**src/rtl/bpsk_modulator_top.sv**
```systemverilog
// bpsk_modulator_top: transmit-side BPSK modulator with a one-deep input holding register
//
// Takes data bits through a valid/ready handshake. Each bit is held for SAMPLES_PER_SYMBOL
// clocks and emitted as signed carrier samples from a cosine table: +cos for bit 0, -cos for
// bit 1. The phase accumulator free-runs in every state, so the carrier is continuous across
// symbols, idle gaps and back-to-back bursts.
//
// Ports:
//   clk        system clock
//   rst        synchronous, active-high reset
//   bit_in     data bit to transmit
//   bit_valid  bit_in is valid
//   bit_ready  block can accept a bit this cycle (combinational)
//   data_out   registered signed modulated sample
//   out_valid  data_out carries a data-symbol sample
//   busy       a symbol is being sent or the holding register is full
//
// Configuration macro BPSK_DIFF_ENC_EN: when defined, bits are differentially encoded
// (DBPSK). The reference bit restarts at 0 at the beginning of every burst.
//
// The embedded cosine table has 16 entries of 16-bit Q1.15 samples, scaled by 32768 and
// clipped at the top. The negative peak is therefore the most-negative code, so the
// saturating negation is actually exercised.
module bpsk_modulator_top #(
    parameter int SAMPLING_FREQ              = 100_000_000,
    parameter int CARRIER_FREQ               = 12_500_000,
    parameter int SAMPLES_PER_SYMBOL         = 8,
    parameter int CARRIER_SAMPLES_PER_PERIOD = 16,
    parameter int FIXDT_64_A_WIDTH           = 16,
    parameter int PHASE_STEP                 = CARRIER_SAMPLES_PER_PERIOD / (SAMPLING_FREQ / CARRIER_FREQ),
    parameter bit IDLE_CARRIER               = 1'b0
) (
    input  logic                               clk,
    input  logic                               rst,
    input  logic                               bit_in,
    input  logic                               bit_valid,
    output logic                               bit_ready,
    output logic signed [FIXDT_64_A_WIDTH-1:0] data_out,
    output logic                               out_valid,
    output logic                               busy
);
    localparam int AW = $clog2(CARRIER_SAMPLES_PER_PERIOD);
    localparam int CW = SAMPLES_PER_SYMBOL > 1 ? $clog2(SAMPLES_PER_SYMBOL) : 1;
    localparam int W  = FIXDT_64_A_WIDTH;
    localparam logic [AW-1:0] STEP = AW'(PHASE_STEP);
    localparam logic [CW-1:0] LAST = CW'(SAMPLES_PER_SYMBOL - 1);
    localparam logic signed [W-1:0] MAX_CODE = {1'b0, {(W-1){1'b1}}};
    localparam logic signed [W-1:0] MIN_CODE = {1'b1, {(W-1){1'b0}}};
    localparam logic signed [15:0] COS_LUT [16] = '{
        16'sd32767,  16'sd30274,  16'sd23170,  16'sd12540,
        16'sd0,     -16'sd12540, -16'sd23170, -16'sd30274,
        16'sh8000,  -16'sd30274, -16'sd23170, -16'sd12540,
        16'sd0,      16'sd12540,  16'sd23170,  16'sd30274
    };

    typedef enum logic {IDLE, ACTIVE} state_t;

    state_t                state, state_n;
    logic [AW-1:0]         lu_angle;
    logic [CW-1:0]         sym_cnt, cnt_n;
    logic                  hold_bit, hold_bit_n, hold_full, hold_full_n;
    logic                  sym, sym_n, sym_enc;
    logic                  last, load_now, accept;
    logic signed [W-1:0]   cos_val, neg_val, sample_n;

    assign last      = sym_cnt == LAST;
    assign load_now  = hold_full && (state == IDLE || last);
    assign bit_ready = !hold_full || load_now;
    assign accept    = bit_valid && bit_ready;
    assign busy      = state == ACTIVE || hold_full;
    assign cos_val   = COS_LUT[lu_angle];
    // Two's-complement negation of the most-negative code would wrap; clamp it instead.
    assign neg_val   = (cos_val == MIN_CODE) ? MAX_CODE : -cos_val;

`ifdef BPSK_DIFF_ENC_EN
    logic diff_ref;
    // Reference follows the last transmitted symbol; returning to IDLE starts a new burst at 0.
    always_ff @(posedge clk) begin
        diff_ref <= rst ? 1'b0 : load_now ? sym_enc : (state == ACTIVE && last) ? 1'b0 : diff_ref;
    end
    assign sym_enc = diff_ref ^ hold_bit;
`else
    assign sym_enc = hold_bit;
`endif

    always_comb begin
        state_n     = state;
        cnt_n       = sym_cnt;
        sym_n       = sym;
        hold_full_n = accept || (hold_full && !load_now);
        hold_bit_n  = accept ? bit_in : hold_bit;
        if (load_now) begin
            state_n = ACTIVE;
            cnt_n   = '0;
            sym_n   = sym_enc;
        end else if (state == ACTIVE) begin
            state_n = last ? IDLE : ACTIVE;
            cnt_n   = last ? '0 : sym_cnt + 1'b1;
        end
        sample_n = (state == ACTIVE) ? (sym ? neg_val : cos_val) : (IDLE_CARRIER ? cos_val : '0);
    end

    always_ff @(posedge clk) begin
        if (rst) begin
            state     <= IDLE;
            lu_angle  <= '0;
            sym_cnt   <= '0;
            hold_full <= 1'b0;
            hold_bit  <= 1'b0;
            sym       <= 1'b0;
            data_out  <= '0;
            out_valid <= 1'b0;
        end else begin
            state     <= state_n;
            lu_angle  <= lu_angle + STEP;
            sym_cnt   <= cnt_n;
            hold_full <= hold_full_n;
            hold_bit  <= hold_bit_n;
            sym       <= sym_n;
            data_out  <= sample_n;
            out_valid <= state == ACTIVE;
        end
    end
endmodule
```
**config.mk**
```make
export PLATFORM = sky130hd
export DESIGN_NAME = bpsk_modulator_top
export DESIGN_NICKNAME = d
export VERILOG_FILES = /design/src/rtl/bpsk_modulator_top.sv
export SDC_FILE = /design/constraint.sdc
export NUM_CORES = 1
export LEC_CHECK = 0
export BUFFER_PORTS_ARGS = -buffer_cell sky130_fd_sc_hd__buf_2
export CORE_ASPECT_RATIO = 1.25
export CORE_MARGIN = 3
export CORE_UTILIZATION = 50
export CTS_CLUSTER_SIZE = 20
export DETAILED_ROUTE_END_ITERATION = 12
export GPL_ROUTABILITY_DRIVEN = 0
export HOLD_SLACK_MARGIN = 0.02
export PLACE_DENSITY = 0.73
export SYNTH_ARGS = -nofsm -noshare
export SYNTH_HDL_FRONTEND = slang
export SYNTH_SLANG_ARGS = --single-unit
```
**constraint.sdc**
```tcl
create_clock -name clk -period 3.5 [get_ports clk]
set_clock_uncertainty 0.15 [all_clocks]
set_input_delay 0.175 -clock clk [delete_from_list [all_inputs] [get_ports clk]]
set_output_delay 0.175 -clock clk [all_outputs]
set_load 0.1 [all_outputs]
```
* After elaboration in Yosys (flattened, before gate mapping) *
Memory sizes are Yosys's and may differ from the RTL's.
Cells that the tools add are included.

cells by class
  mux-type cells = 8
  eq/ne operators = 2
  $lt $le $gt $ge = 1
  bitwise operators = 2
  add/sub/neg operators = 3
  reductions and logical operators = 11

operators with widths
  kind                  count
  $mux 16               4
  $eq 16x16->1 const B  1
  $neg 16->16           1
  $ge 5x5->1 const B    1
  $not 4->5             1
  $add 4x2->4 const B   1
  $logic_or 1x1->1      4
  $reduce_or 2->1       2
  $add 3x1->3 const B   1
  $eq 3x3->1 const B    1
  $logic_and 1x1->1     3
  $mux 1                3
  $mux 3                1
  $logic_not 1->1       2
  $not 1->1             1

storage, ports and cells
  memories = 1
  register bits = 28
  memory bits (read-only) = 256
  input bits = 4
  output and inout bits = 19

memories
  name             depth  width  rd ports  clocked after Yosys merged registers in  wr ports  RTL line  RTL
  (no name shown)  16     16     1         0                                        0         71        assign cos_val = COS_LUT[lu_angle];

* Depth between registers and ports, before layout *
Gate-level depths: netlist (run 1).

  word-level depth = 7
  mapped depth = 9

* Least setup slack after synthesis (run 1) *
No wires, ideal clock.

  kind = reg2reg
  start = register lu_angle[2]
  end = register data_out[15]
  arrival = 2.151 ns
  setup slack = 1.069 ns
  library setup time = 0.129 ns
  stages on the path, launching flop included = 10
  cell sequence = dfxtp_1 -> inv_1 -> ha_1 -> nand2b_1 -> o32ai_1 -> ha_1 -> inv_1 -> o32ai_1 -> mux2i_1 -> o31ai_1

on the way
  longest elaborated chain between the ends = 7

ends and longest elaborated chain
  item                                            RTL line  RTL
  start: declaration                              59        logic [AW-1:0] lu_angle;
  start signal: assignment                        115       lu_angle <= lu_angle + STEP;
  $not 4->5 (not written as such) (*)             71
  $mem_v2 16x16 (*)                               n/a
  $mux 16 (not written as such) (*) (2 in a row)  71
  $neg 16->16 or $eq 16x16->1 (tied branches)     73        assign neg_val = (cos_val == MIN_CODE) ? MAX_CODE : -cos_val;
  $mux 16                                         73
  $mux 16 (*)                                     100       sample_n = (state == ACTIVE) ? (sym ? neg_val : cos_val) : (IDLE_CARRIER ? cos_val : '0);
  end signal: assignment                          120       data_out <= sample_n;
  end: declaration                                38        output logic signed [FIXDT_64_A_WIDTH-1:0] data_out,

Every way passes the cells marked *; elsewhere a longest branch is shown, timed or not. The select of a mux whose other input is x is not followed.
A chain may end at the register's enable or synchronous reset.

* Worst setup path in the final report (run 1) *
Ends and elaborated chain as after synthesis.

==> results_dict.tcl, run 1 <==
set metrics [dict create \
    start_kind "register" \
    hold_end "lu_angle[1]" \
    core-area_um2 2282 \
    crit_required_ns 3.55 \
    antenna_found_initial 0 \
    cts.sinks 26 \
    synthArstFlopShare 0 \
    layout.nets 176 \
    setup_viol 0 \
    initial_utilization 0.5422 \
    die_x_um 50.50 \
    syn_nets 150 \
    syn2layout_area_growth_pct 15.67 \
    routed_wl_mm 2.444 \
    r2r_cells 9 \
    fp.dieH_um 61.62 \
    die-area_um2 3112 \
    drv_cap 0 \
    worstSkewPairLatency_ns 0.31 \
    rr_startpoint "lu_angle[2]" \
    cts_buffer_depth 2 \
    path_max_fanout 10 \
    grt_pass1_vias 959 \
    drt_pre_antenna_iters 4 \
    worst_hold_path_type "reg -> reg" \
    slew_viol_final 0 \
    cts_hold_buf 5 \
    tightest_slew_ns 0.5327 \
    numCtsBuffers 3 \
    ioPinCount 23 \
    synth_edf_count 0 \
    timing.final.crit_share 0.8171 \
    rsz0062_at_grt "false" \
    root_buffer "clkbuf_4" \
    grt_max_degree 14 \
    leakage_nw 0.6447 \
    dp_slack_ns 0.6596 \
    clk_pin_slew_worst_paths_ns 0.13 \
    finalHoldViolCount 0 \
    outcome "completed" \
    diodes 0 \
    grt-ovfl-total 0 \
    syn_area_um2 1237 \
    worstHoldStart "lu_angle[1]" \
    detail_route.wl_per_cell_um 12.80 \
    rows 19 \
    cts_setup_buffers 0 \
    holdPathStages 1 \
    min_period_ns 2.860 \
    synth_seq_area_share 0.4206 \
    port_buffers 22 \
    avgSynthCellArea_um2 9.099 \
    slew_headroom 0.6411 \
    synth_warnings 0 \
    rrSetupSlack_ns 0.64 \
    synth_ff_type "dfxtp_1" \
    vias 1063 \
    track_usage 0.1740 \
    grt_pass1_wl_mm 4.167 \
    dpl.hpwl_mm 1.861 \
    layout_common_cells "26 x dfxtp_1, 22 x buf_2, 11 x nand2_1" \
    dr.first_iter.drc_count 12 \
    ir_drop_v 0.0002710 \
    ant_nets 0 \
    htree_num_levels 1 \
    ctsResizeCount 0 \
    cts_tree "done" \
    vias_per_cell 5.565 \
    layout-drive-gt1-share 0.1813 \
    worstSetupEndpointType "register" \
    synth_seq_cells 26 \
    synth.distinct_cells 39 \
    setup_slack_ns 0.6403 \
    crit_type "reg -> reg" \
    r2r-end "data_out[15]" \
    clock.fmax_mhz 349.7 \
    remaining_drc_errors 0 \
    fin_setup_tns_ns 0 \
    syn_inst 136 \
    p_per_area_nw_per_um2 443.4 \
    final_common_cell "dfxtp_1" \
    worstPathArrival_ns 2.91 \
]
worst max-delay path by stage:
| stage | from | to | cells past startpoint |
|---|---|---|---|
| global route | lu_angle[2] | data_out[15] | 9 |
| detailed placement | lu_angle[2] | data_out[15] | 9 |
| floorplan | lu_angle[2] | data_out[15] | 9 |
| CTS | lu_angle[2] | data_out[15] | 9 |
| global placement | lu_angle[2] | data_out[15] | 9 |
| finish | lu_angle[2] | data_out[15] | 9 |
Yosys cell counts (2+ instances only):
cell type / n / area share
dfxtp_1: 26 / 0.42
nand2_1: 11 / 0.033
ha_1: 10 / 0.10
inv_1: 10 / 0.030
a21oi_1: 9 / 0.036
nand2b_1: 7 / 0.035
nor2_1: 7 / 0.021
a31oi_1: 5 / 0.025
o21ai_0: 5 / 0.020
clkbuf_1: 4 / 0.012
o21a_1: 4 / 0.024
nand3_1: 3 / 0.012
nor2b_1: 3 / 0.015
o32ai_1: 3 / 0.021
a41oi_1: 2 / 0.014
and3_1: 2 / 0.010
nor3_1: 2 / 0.0081
nor3b_1: 2 / 0.012
stage by stage:
step           hold slack (ns)  cells  instance area, µm²    util  power [mW]
5_1_grt                 0.3653    191                1431  0.6272      0.6654
3_3_place_gp            0.2784    183                1359  0.5954      0.5105
6_report                0.3386    191                1431  0.6272      0.6346
3_5_place_dp            0.2903    183                1359  0.5954      0.5144
4_1_cts                 0.3454    191                1431  0.6272      0.6350
2_1_floorplan           0.1545    136                1237       -      0.4841
area by class of cell:
class,instances,area (µm²)
sequential,26,520.5
tap,31,38.79
clock buffer,3,22.52
inverter,11,41.29
multi-input combinational,93,648.1
timing repair buffer,27,160.2
fill,202,850.8
worst max-delay path, stage by stage (launching register included):
cell      delay [ns]
dfxtp_1         0.52
inv_1           0.14
ha_1            0.34
nand2b_1        0.13
o32ai_1         0.43
ha_1            0.28
inv_1           0.06
o32ai_1         0.39
mux2i_1         0.23
o31ai_1         0.08
registers in the layout, indices dropped and copies added, names as in the netlist:
signal,cells
data_out,15
hold_bit,1
hold_full,1
lu_angle,3
out_valid,1
state,1
sym,1
sym_cnt,3
routing by layer:
metal  up-vias  track usage  wire, µm
met4         0      0.06154        23
met5         -            0         0
met2        32       0.3451      1288
met1       496       0.1840      1020
met3         2      0.03148       112
li1        533            -         -
logic make-up (layout without fill, tap and decap cells):
kind of cell    count (synthesis)  count (layout)  synth area share
compound gates                 39              39            0.2215
simple gates                   43              43            0.1931
flops                          26              26            0.4206
buf+inv                        17              41           0.05561
fa+ha+maj                      10              10            0.1011
mux                             1               1          0.008089
where the power goes:
| group | internal [mW] | total (mW) | switching (mW) |
|---|---|---|---|
| combinational | 0.0450 | 0.188 | 0.143 |
| clock | 0.0402 | 0.122 | 0.0822 |
| sequential | 0.312 | 0.324 | 0.0126 |
| total | 0.397 | 0.635 | 0.238 |
No activity file was read; power rests on OpenSTA's default activity.
==> run 2, diff against run 1 <==
Settings changed: CORE_UTILIZATION 50 to 48.
Clock period 3.5 ns to 2.4 ns, I/O delays scaled along.
==> run 2 against run 1 <==
Register-to-register slack worse by 0.45 ns. Die area grew 3.7%. Non-clock buffer count is 6 higher. Sequential share of layout area shrank 2.0 points. Core utilization increased by 2.6 points. Critical path type unchanged. Critical endpoint unchanged.
==> results_dict.tcl, run 2 (synthesized netlist as in run 1, its figures left out) <==
set metrics [dict create \
    outcome "completed" \
    final_common_cell "dfxtp_1" \
    cts.sinks 26 \
    start_kind "register" \
    path_max_fanout 4 \
    rows 19 \
    worstSetupEndpointType "register" \
    dr.first_iter.drc_count 18 \
    finalHoldViolCount 0 \
    remaining_drc_errors 0 \
    routed_wl_mm 2.536 \
    regMostFlops "data_out" \
    track_usage 0.1746 \
    fin_setup_tns_ns 0 \
    power_mw 1.002 \
    antenna_found_initial 0 \
    layout.nets 182 \
    hold_end "lu_angle[1]" \
    n_fill_cell 211 \
    timing.final.crit_share 0.9221 \
    layout-drive-gt1-share 0.2635 \
    crit_required_ns 2.50 \
    worstHoldStart "lu_angle[1]" \
    seq_area_um2 523.0 \
    r2r-end "data_out[15]" \
    grt_max_degree 15 \
    slew_headroom 0.6255 \
    ant_nets 0 \
    top_regs "data_out (15), lu_angle (3), sym_cnt (3)" \
    core-area_um2 2330 \
    critPathTopFamily "compound AO/OA/AOI/OAI gates" \
    multiInputGateArea_um2 678.2 \
    root_buffer "clkbuf_4" \
    diodes 0 \
    grt_pass1_wl_mm 4.429 \
    timing.critical_path.cells "inv_2 -> ha_4 -> nand2b_1 -> o32ai_2 -> ha_2 -> inv_1 -> o32ai_2 -> mux2i_1 -> o31ai_1" \
    rsz0062_at_grt "false" \
    vias 1080 \
    leakage_nw 0.6826 \
    syn2layout_area_growth_pct 23.05 \
    rr_startpoint "lu_angle[1]" \
    die-area_um2 3227 \
    cts_tree "done" \
    vias_per_cell 5.455 \
    die_x_um 51.42 \
    critPathMostFrequentCell "o32ai_2" \
    numCtsBuffers 3 \
    holdPathStages 1 \
    drv_cap 0 \
    setup_viol 0 \
    min_period_ns 2.213 \
    cts_buffer_depth 2 \
    crit_type "reg -> reg" \
    cp_num_buf_inv 2 \
    worstPathArrival_ns 2.31 \
    ioPinCount 23 \
    p_per_area_nw_per_um2 658.1 \
    port_buffers 22 \
    grt-ovfl-total 0 \
    worst_hold_path_type "reg -> reg" \
    max_stage_delay_ns 0.37 \
    r2r_cells 9 \
    detail_route.wl_per_cell_um 12.81 \
    dpl.hpwl_mm 1.919 \
    largest_reg_flops 15 \
    clock.fmax_mhz 451.9 \
    grt_pass1_vias 1025 \
    htree_num_levels 1 \
    layout_common_cells "24 x dfxtp_1, 22 x buf_2, 11 x nand2_1" \
    worstSkewPairLatency_ns 0.32 \
    ir_drop_v 0.0004498 \
    worstSetupPathDepth 9 \
    slowest_stage "dfxtp_2" \
    slew_viol_final 0 \
    fp.dieH_um 62.77 \
    rrSetupSlack_ns 0.19 \
    initial_utilization 0.5311 \
    hold_ws_ns 0.2888 \
    clk_pin_slew_worst_paths_ns 0.14 \
    tightest_slew_ns 0.5558 \
    drt_pre_antenna_iters 4 \
]
-- run 2: worst register-to-register path, stage by stage (launching register included) --
cell and delay, ns:
dfxtp_2 0.37, inv_2 0.07, ha_4 0.26, nand2b_1 0.08
o32ai_2 0.32, ha_2 0.24, inv_1 0.06, o32ai_2 0.24
mux2i_1 0.12, o31ai_1 0.24
-- run 2: layer usage --
layer  global-route usage  vias up  share of wire
li1                     -      543              -
met1               0.1856      509           0.42
met2               0.3312       23           0.53
met3              0.02148        5          0.037
met4              0.06885        0          0.018
met5                    0        -              0
-- run 2: area by class of cell --
class                      count  share of cell area
timing repair buffer          33              0.1348
inverter                      11             0.02712
tap                           31             0.02547
sequential                    26              0.3435
multi-input combinational     93              0.4454
clock buffer                   4             0.02383
-- run 2: worst max path at each step --
| stage | startpoint | to |
|---|---|---|
| after detailed placement | lu_angle[1] | data_out[15] |
| final | lu_angle[1] | data_out[15] |
| after global routing | lu_angle[1] | data_out[15] |
| after CTS | lu_angle[1] | data_out[15] |
| after global placement | lu_angle[1] | data_out[15] |
| after floorplan | lu_angle[2] | data_out[15] |
-- run 2: timing repair --
action	in CTS	in global routing
setup buffers	0	1
resized for setup	0	7
setup endpoints to repair	0	1
hold buffers	5	0
hold endpoints to repair	10	0
-- run 2: where the power goes --
part	switching [mW]	internal [mW]	leakage, nW	total (mW)
combinational	0.223	0.0872	0.449	0.310
sequential	0.0151	0.455	0.213	0.470
clock	0.129	0.0929	0.0210	0.222
total	0.367	0.635	0.683	1.00
-- run 2: stage by stage --
step / instances / instance area [µm²] / utilization / setup slack, ns
floorplan: 136 / 1245 / - / 0.05114
global placement: 188 / 1404 / 0.6026 / 0.1245
detailed placement: 188 / 1404 / 0.6026 / 0.02135
CTS: 197 / 1490 / 0.6396 / 0.002884
global route: 198 / 1523 / 0.6536 / 0.005616
finish: 198 / 1523 / 0.6536 / 0.1869
==> run 3, diff against run 2 <==
Settings changed: CORE_UTILIZATION 48 to 50, CTS_BUF_LIST set to sky130_fd_sc_hd__clkbuf_4, PLACE_DENSITY 0.73 to 0.76.
==> run 3 against run 2 <==
Sequential cell count unchanged. Sequential power about the same. Global-route usage grew 2.0 points. Critical path depth increased by 1. Final cell count increased by 1.5%. Non-clock buffer count increased by 3. Total power decreased by 2.5%. Core utilization up 1.9 points. Via count is 6.5% higher. Critical path type unchanged. Worst setup slack worse by 0.074 ns.
==> results_dict.tcl, run 3 (synthesized netlist as in run 1, its figures left out) <==
set metrics [dict create \
    layout.nets 185 \
    worst_hold_path_type "reg -> reg" \
    ant_nets 0 \
    grt-ovfl-total 0 \
    cts_buffer_depth 2 \
    clk_pin_slew_worst_paths_ns 0.14 \
    grt_max_degree 15 \
    diodes 0 \
    numCtsBuffers 3 \
    syn2layout_area_growth_pct 24.06 \
    cts.sinks 26 \
    top_usage_layer "met2" \
    die_x_um 50.50 \
    n_fill_cell 199 \
    rows 19 \
    ir_drop_v 0.0004064 \
    slew_headroom 0.5753 \
    tightest_slew_ns 0.6304 \
    timing.final.crit_share 0.9530 \
    grt_use_met2 0.3731 \
    track_usage 0.1943 \
    final_common_cell "dfxtp_1" \
    stdcell_area_um2 1535 \
    hold_ws_ns 0.3815 \
    outcome "completed" \
    die-area_um2 3112 \
    root_buffer "clkbuf_4" \
    cts_tree "done" \
    worstSkewPairLatency_ns 0.33 \
    antenna_found_initial 0 \
    core-area_um2 2282 \
    fp.dieH_um 61.62 \
    grt_use_met3 0.03148 \
    htree_num_levels 1 \
    largest_reg_flops 15 \
    remaining_drc_errors 0 \
    grt_pass1_wl_mm 4.533 \
    crit_required_ns 2.50 \
    crit_type "reg -> reg" \
    worstPathArrival_ns 2.39 \
    dr.first_iter.drc_count 46 \
    start_kind "register" \
    clock.fmax_mhz 437.2 \
    dpl.hpwl_mm 1.952 \
    layout_common_cells "24 x dfxtp_1, 22 x buf_2, 11 x nand2_1" \
    path_max_fanout 3 \
    port_buffers 22 \
    worstSetupEndpointType "register" \
    detail_route.wl_per_cell_um 13.90 \
    place_area_um2 1404 \
    min_period_ns 2.287 \
    regMostFlops "data_out" \
    vias_per_cell 5.721 \
    initial_utilization 0.5422 \
    grt_pass1_vias 1038 \
    drt_pre_antenna_iters 5 \
    vias 1150 \
    ioPinCount 23 \
    routed_wl_mm 2.793 \
    setup_viol 0 \
    grtUsageMet1 0.2042 \
    drv_cap 0 \
    top_regs "data_out (15), lu_angle (3), sym_cnt (3)" \
    slew_viol_final 0 \
    p_per_area_nw_per_um2 636.5 \
    final_util 0.6727 \
    leakage_nw 0.6934 \
    finalHoldViolCount 0 \
    power_mw 0.9772 \
    layout-drive-gt1-share 0.2647 \
]
## run 3: final cells by class
class                           count  area, µm²  area share
Tap cell                           31      38.79     0.02526
Clock inverter                      1      3.754    0.002445
Clock buffer                        3      22.52     0.01467
Sequential cell                    26      523.0      0.3407
Timing Repair Buffer               36      227.7      0.1483
Inverter                           11      41.29     0.02689
Multi-Input combinational cell     93      678.2      0.4417
## run 3: final timing paths
kind / startpoint / to / slack, ns / cells after the start
setup / recovery: lu_angle[2] / data_out[15] / 0.11 / 10
hold / removal: lu_angle[1] / lu_angle[1] / 0.38 / 2
hold reg to reg: lu_angle[1] / lu_angle[1] / 0.38 / 2
setup reg to reg: lu_angle[2] / data_out[15] / 0.11 / 10
## run 3: report_power, final
group | switching, mW | leakage, nW | internal, mW
registers | 0.0145 | 0.213 | 0.455
logic | 0.229 | 0.465 | 0.0907
clock network | 0.127 | 0.0154 | 0.0611
## run 3: critical path, stage by stage, from the launching register on
cell	delay [ns]
dfxtp_2	0.35
inv_1	0.09
ha_4	0.28
nand2b_1	0.09
o32ai_2	0.34
ha_2	0.27
buf_4	0.11
nand2_1	0.05
o32ai_2	0.15
mux2i_1	0.11
o31ai_1	0.23
## run 3: timing repair
action                                  CTS  global route
buffers inserted                          0             4
hold endpoints to repair                 10             0
pin swaps                                 0             5
gates resized for setup                   1             5
gates cloned                              0             0
hold buffers                              5             0
endpoints found under the setup margin    1             1
## run 3: per-layer routing
layer	up-vias	share of wire
li1	554	-
met1	534	0.38
met2	53	0.53
met3	9	0.055
met4	0	0.030
met5	-	0
## run 3: through the flow
| stage | cells | setup TNS [ns] | worst slack, ns |
|---|---|---|---|
| after detailed placement | 188 | 0 | 0.02312 |
| final | 201 | 0 | 0.1127 |
| after global placement | 188 | 0 | 0.1433 |
| after CTS | 197 | 0 | 0.05093 |
| after global routing | 201 | -0.05866 | -0.05866 |
| after floorplan | 136 | 0 | 0.05114 |
